## src/rtl/rv_fetch.sv

```systemverilog
// rv_fetch: instruction fetch stage.
// Owns the PC and issues word requests to instruction memory. Returned words are
// buffered together with their PC and handed to decode over a valid/ready pair.
// A redirect from EX restarts fetch at a new target and discards everything that
// belongs to the old stream.
//
// Ports
//   clk, rstn        clock (rising edge), asynchronous active-low reset
//   imem_req_o       request valid; imem_addr_o is the word-aligned byte address
//   imem_gnt_i       request accepted this cycle
//   imem_rvalid_i    response valid, in issue order; imem_rdata_i is the word
//   redirect_i       restart fetch at redirect_pc_i (low two bits forced to zero)
//   if_valid_o       instruction available; if_pc_o / if_instr_o describe it
//   if_ready_i       decode accepts the head entry
//
// State | meaning
// BOOT  | single idle cycle after reset release
// RUN   | normal fetch: issue by credit, push responses into the buffer
// DROP  | discard responses to requests issued before a redirect
module rv_fetch #(
    parameter logic [31:0] RESET_PC = 32'h0000_0000,
    parameter int          DEPTH    = 2
) (
    input  logic        clk,
    input  logic        rstn,
    output logic        imem_req_o,
    output logic [31:0] imem_addr_o,
    input  logic        imem_gnt_i,
    input  logic        imem_rvalid_i,
    input  logic [31:0] imem_rdata_i,
    input  logic        redirect_i,
    input  logic [31:0] redirect_pc_i,
    output logic        if_valid_o,
    input  logic        if_ready_i,
    output logic [31:0] if_pc_o,
    output logic [31:0] if_instr_o
);

    localparam int          PTR_W = $clog2(DEPTH);
    localparam int          CNT_W = $clog2(DEPTH + 1);
    localparam logic [31:0] NOP   = 32'h0000_0013;

    typedef enum logic [1:0] {ST_BOOT, ST_RUN, ST_DROP} state_t;

    state_t             state_q, state_d;
    logic [31:0]        pc_q, pc_d;
    logic [CNT_W-1:0]   outst_q, outst_d;
    logic [CNT_W-1:0]   count_q, count_d;
    logic [CNT_W-1:0]   drop_q, drop_d;
    logic [PTR_W-1:0]   head_q, head_d, tail_q, tail_d;
    logic [PTR_W-1:0]   fl_wr_q, fl_wr_d, fl_rd_q, fl_rd_d;

    logic [31:0]        fl_pc_q     [DEPTH];
    logic [31:0]        buf_pc_q    [DEPTH];
    logic [31:0]        buf_instr_q [DEPTH];

    logic               credit_ok, issue, resp, push, pop;
    logic [1:0]         unused_pc_bits;

    assign unused_pc_bits = redirect_pc_i[1:0];

    // Buffered plus in-flight words never exceed DEPTH, so a response can always be pushed.
    assign credit_ok   = ({1'b0, outst_q} + {1'b0, count_q}) < (CNT_W + 1)'(DEPTH);
    assign imem_req_o  = (state_q == ST_RUN) && credit_ok && !redirect_i;
    assign imem_addr_o = pc_q;
    assign issue       = imem_req_o && imem_gnt_i;
    // With nothing outstanding any rvalid is a leftover from before reset.
    assign resp        = imem_rvalid_i && (outst_q != '0);
    assign push        = resp && (state_q == ST_RUN) && !redirect_i;

    assign if_valid_o  = (count_q != '0);
    assign pop         = if_valid_o && if_ready_i;
    assign if_pc_o     = if_valid_o ? buf_pc_q[head_q]    : pc_q;
    assign if_instr_o  = if_valid_o ? buf_instr_q[head_q] : NOP;

    always_comb begin
        state_d = state_q;
        pc_d    = pc_q;
        outst_d = outst_q;
        drop_d  = drop_q;
        count_d = count_q;
        head_d  = head_q;
        tail_d  = tail_q;
        fl_wr_d = fl_wr_q;
        fl_rd_d = fl_rd_q;

        if (issue) begin
            pc_d    = pc_q + 32'd4;
            fl_wr_d = fl_wr_q + PTR_W'(1);
        end
        if (resp) begin
            fl_rd_d = fl_rd_q + PTR_W'(1);
        end
        case ({issue, resp})
            2'b10:   outst_d = outst_q + CNT_W'(1);
            2'b01:   outst_d = outst_q - CNT_W'(1);
            default: outst_d = outst_q;
        endcase

        if (push) begin
            tail_d = tail_q + PTR_W'(1);
        end
        if (pop) begin
            head_d = head_q + PTR_W'(1);
        end
        if (push && !pop) begin
            count_d = count_q + CNT_W'(1);
        end else if (!push && pop) begin
            count_d = count_q - CNT_W'(1);
        end

        case (state_q)
            ST_BOOT: state_d = ST_RUN;
            ST_RUN:  state_d = ST_RUN;
            ST_DROP: begin
                if (resp) begin
                    drop_d = drop_q - CNT_W'(1);
                end
                if (drop_d == '0) begin
                    state_d = ST_RUN;
                end
            end
            default: state_d = ST_BOOT;
        endcase

        // Everything still outstanding after this cycle belongs to the old stream.
        if (redirect_i) begin
            pc_d    = {redirect_pc_i[31:2], 2'b00};
            count_d = '0;
            head_d  = '0;
            tail_d  = '0;
            drop_d  = outst_d;
            state_d = ((state_q == ST_BOOT) || (outst_d == '0)) ? ST_RUN : ST_DROP;
        end
    end

    always_ff @(posedge clk or negedge rstn) begin
        if (!rstn) begin
            state_q <= ST_BOOT;
            pc_q    <= RESET_PC;
            outst_q <= '0;
            drop_q  <= '0;
            count_q <= '0;
            head_q  <= '0;
            tail_q  <= '0;
            fl_wr_q <= '0;
            fl_rd_q <= '0;
        end else begin
            state_q <= state_d;
            pc_q    <= pc_d;
            outst_q <= outst_d;
            drop_q  <= drop_d;
            count_q <= count_d;
            head_q  <= head_d;
            tail_q  <= tail_d;
            fl_wr_q <= fl_wr_d;
            fl_rd_q <= fl_rd_d;
        end
    end

    // Storage arrays need no reset: entries are only read once written.
    always_ff @(posedge clk) begin
        if (issue) begin
            fl_pc_q[fl_wr_q] <= pc_q;
        end
        if (push) begin
            buf_pc_q[tail_q]    <= fl_pc_q[fl_rd_q];
            buf_instr_q[tail_q] <= imem_rdata_i;
        end
    end

endmodule

```

## config.mk

```make
export PLATFORM = sky130hd
export DESIGN_NAME = rv_fetch
export DESIGN_NICKNAME = d
export VERILOG_FILES = /design/src/rtl/rv_fetch.sv
export SDC_FILE = /design/constraint.sdc
export NUM_CORES = 1
export LEC_CHECK = 0
export CORE_UTILIZATION = 46
export DETAILED_ROUTE_END_ITERATION = 8
export DONT_BUFFER_PORTS = 1
export GPL_TIMING_DRIVEN = 0
export RECOVER_POWER = 50
export SLEW_MARGIN = 20
export SYNTH_ARGS = -nofsm -noshare
export SYNTH_HDL_FRONTEND = slang
export SYNTH_SLANG_ARGS = --single-unit
```

## constraint.sdc

```tcl
create_clock -name clk -period 6.7 [get_ports clk]
set_input_delay 1.34 -clock clk [delete_from_list [all_inputs] [get_ports clk]]
set_output_delay 1.34 -clock clk [all_outputs]
set_load 0.02 [all_outputs]
```

==> parameters.txt <==
Parameter                              Value

Route
  Vias ... roughly 5600
  Iter 0 DRT Violations ... 325
  First-pass detailed-route iteration total ... 5
  Number of nets with antenna violations after routing ... 0
  Wirelength, routed ... 21.7 mm
  Via density ... 5.63
  DR DRC count ... 0
  Post-DR wirelength/cell ... 21.8 microns

Die
  Row count ... 52
  I/O pins ... 168
  Horizontal die dimension ... 145 microns
  Y dimension of the die ... 145 microns
  Core Box Area ... 20200 sq um
  Die ar. ... approximately 21000 sq um
  Starting density of the core ... 46.9%

Clock network
  Clock tree root buffer cell ... clkbuf_16
  Number of hold buffers added after CTS ... 0
  Reg clk slew, reported paths ... 0.06 ns
  TritonCTS clock tree ... yes
  H-tree lvl count ... 1
  Total setup buffers inserted after CTS ... 0
  Buffer levels on the longest clock path ... 3
  Number of clock sinks ... 226
  Total of cells resized after clock tree synthesis ... 0
  Insertion delay to the later sink of the worst-skew pair ... 0.51 ns
  Number of buffers created by CTS ... 24

Timing
  Final Hold Fails ... 0
  Peak Freq ... ~230 MHz
  Final critical-path share of the clock period ... about two thirds
  Worst max-slew margin expressed relative to the limit ... 27.0%
  Max Slew Vio Count ... 0
  Unrepaired setup endpoints after global routing ... false
  Fin Clk Skew ... 0.0133 ns
  Total setup violations reported at the end of the flow ... 0
  Final min period ... around 4.4 ns
  Transition time at the pin with the least slew margin ... 1.09 ns
  Setup TNS ... 0 ns

Worst setup path
  Launching element type of the critical path ... primary input
  Origin of the critical flop-to-flop path ... count_q[0]
  Sum of buffers and inverters on the critical path ... 3
  Biggest cell delay along the critical path ... 0.81 ns
  Worst path slowest cell ... nor4_1
  Count of cells along the worst register-to-register path ... 12
  Largest delay contributor family on the critical path ... buffers and inverters
  Maximum fanout along the worst path ... 10
  Worst R2R End ... state_q[1]
  Setup slack of the worst register-to-register path ... a little over 3 ns
  Cell with the most instances on the worst path ... clkbuf_1
  Critical path data arrival time ... 3.06 ns
  Type of element capturing the critical path ... output pin
  Number of stages on the worst setup path ... 4
  Required time of the critical path ... 5.36 ns
  Type of the worst setup path ... in -> out
  Last element of the critical path ... imem_req_o
  Source of the critical timing path ... redirect_i
  Crit path cell chain ... clkbuf_1 > clkbuf_1 > clkbuf_1 > nor4_1

Synth
  Post-synthesis instance total ... 667
  Proportion of synthesized chip area in sequential cells ... 69.5%
  Share of Yosys cell area claimed by the top area cell type ... around 58%
  Cell taking the most area after synthesis ... edfxtp_1
  Unique masters post-synth ... 52
  Post-synthesis compound-gate area fraction ... a little over 6%
  Adder-cell share of the synthesized area ... 0.476%
  Xor/xnor share of the synthesized area ... a little over 1%
  Yosys warns ... 0
  Dominant combinational cell family by area after synthesis ... simple AND/OR/NAND/NOR gates
  Mux cell area share after synthesis ... around a tenth
  Cells taking the most area after synthesis ... edfxtp_1 58%, dfrtp_1 11%, mux2i_1 6.8%, mux2_2 3.6%, nand2_1 2.9%
  Mean instance size in the synthesized netlist ... 14.2 sq um
  Simple-gate area share of the yosys netlist ... 10.5%
  Netlist Area Pre-Place ... 9460 sq um
  Post-synthesis sequential element count ... 226

Power and ir drop
  Leak ... 0.00364 uW
  Comb pwr share ... 21.4%
  Clock power share ... between 30 and 40%
  Maximum vdd ir drop ... about 0.18 mV
  Net switching power ... 1220 uW
  Sequential fraction of design power ... a little under half
  Design Power ... around 4000 uW
  Switching part of the total ... 31.1%
  Int Pwr ... 2710 uW
  Power Dens Cells ... 366 nW/um^2

Global routing
  Initial antenna violation count ... 2
  Maximum number of pins on one net before global-route repair ... between 40 and 50
  Via count of the first global-routing pass ... ~5700
  GRT Util Overall ... 20.7%
  Congestion Overflow GR ... 0
  First-pass GRT wire length ... around 33 mm

Place
  HPWL Detailed ... 15.6 mm
  Global placement routability congestion ... 0.829
  Placed cell areas ... approximately 10000 sq um
  Port Buf Inserts ... 0

Layout
  Share of final-layout standard cells stronger than drive strength 1 ... 10.1%
  Number of fill cells in the layout ... 1708
  Final net count ... 781
  Most frequent cells in the layout ... 184 x edfxtp_1, 74 x nand2_1, 64 x mux2i_1
  Register cell area after layout ... between 6000 and 7000 sq um
  Most common library cell in the layout ignoring fill and taps ... edfxtp_1
  Layout overhead on the synthesized area ... 13.5%
  Post-route cell area ... 10700 sq um
  Footprint of the multi-input gates ... roughly 2700 sq um

Run status
  Status ... finished clean

Min path
  Class of the worst hold path ... in -> async

Flow run
  # Max-Cap Violations ... 0
## sequential cells by signal, indices dropped and copies added, names as in the netlist
name	cells
imem_addr_o	30
tail_q	1
state_q	2
outst_q	2
count_q	2
drop_q	2
head_q	1
buf_pc_q	60
buf_instr_q	64
fl_rd_q	1
fl_wr_q	1
fl_pc_q	60
## worst reg2reg max path: stages, from the launching register on
cell      delay (ns)
dfrtp_1         0.43
and2_0          0.19
fa_1            0.46
or4b_1          0.66
nor2_1          0.32
clkinv_1        0.18
buf_2           0.24
ha_1            0.35
nor2b_1         0.21
a21oi_1         0.10
o21ai_0         0.23
a21o_1          0.12
o21ai_0         0.07
## kinds of logic (layout without fill, tap and decap cells)
kind of cell / after synthesis / after routing
xor gates and xnor gates: 11 / 11
buffers and inverters: 42 / 98
AOI/OAI and AO/OA: 93 / 93
and+or+nand+nor: 197 / 197
adders and majority gates: 3 / 3
DFF: 226 / 226
muxes: 94 / 94
other: 1 / 6
## cell usage after synthesis, drive strengths merged
library cell / instances
edfxtp: 184
nand2: 74
mux2i: 64
o21ai: 53
nor2: 48
dfrtp: 42
mux2: 30
clkbuf: 21
buf: 15
nand3: 15
nand3b: 8
nor2b: 8
o211ai: 8
o311ai: 8
nand4: 7
xnor2: 7
a221o: 6
and3: 6
inv: 6
and2: 5
a21oi: 4
a31oi: 4
and4: 4
nor3b: 4
xor2: 4
nand2b: 3
nor3: 3
nor4: 3
or3: 3
a21o: 2
a22oi: 2
a41oi: 2
ha: 2
or3b: 2
a21boi: 1
conb: 1
fa: 1
nand4b: 1
nor4b: 1
o221a: 1
o31a: 1
o31ai: 1
or2: 1
or4b: 1
## worst min path at each step
stage / endpoint / cells past startpoint / start
2_1_floorplan: fl_wr_q / 1 / fl_wr_q
3_3_place_gp: fl_wr_q / 1 / fl_wr_q
3_5_place_dp: fl_wr_q / 1 / fl_wr_q
4_1_cts: imem_addr_o[28] / 0 / rstn
5_1_grt: imem_addr_o[28] / 0 / rstn
6_report: outst_q[0] / 0 / rstn
## metrics by stage
stage          utilization [%]  setup WS, ns  cells  hold slack (ns)
4_1_cts                   53.4          2.39    996            0.501
3_5_place_dp              49.8          2.40    952            0.533
2_1_floorplan                -          1.79    670            0.460
5_1_grt                   53.2          2.18    998            0.501
3_3_place_gp              48.7       0.00392    940            0.474
6_report                  53.2          2.30    998            0.520
## power groups by stage
stage / registers (uW) / clock network, uW / logic [uW]
floorplan: 1860 / 0 / 650
global placement: 1900 / 0 / 815
detailed placement: 1900 / 0 / 867
CTS: 1870 / 1250 / 870
global route: 1890 / 1310 / 909
finish: 1870 / 1220 / 839
## per-layer routing
layer,track usage (%),part of all wire (%)
met1,25.8,40
met5,0,0
met2,34.7,49
met4,6.63,2.5
met3,6.30,8.4
## layout make-up
class | instances | share of cell area [%]
Inverter | 6 | 0.210
Multi-Input combinational cell | 402 | 25.3
Buffer | 36 | 1.43
Clock inverter | 16 | 0.921
Clock buffer | 28 | 5.93
Sequential cell | 226 | 61.3
Antenna cell | 2 | 0.0466
Timing Repair Buffer | 12 | 1.79
Tap cell | 270 | 3.15
Note: power is estimated with default switching activity, not from simulation.
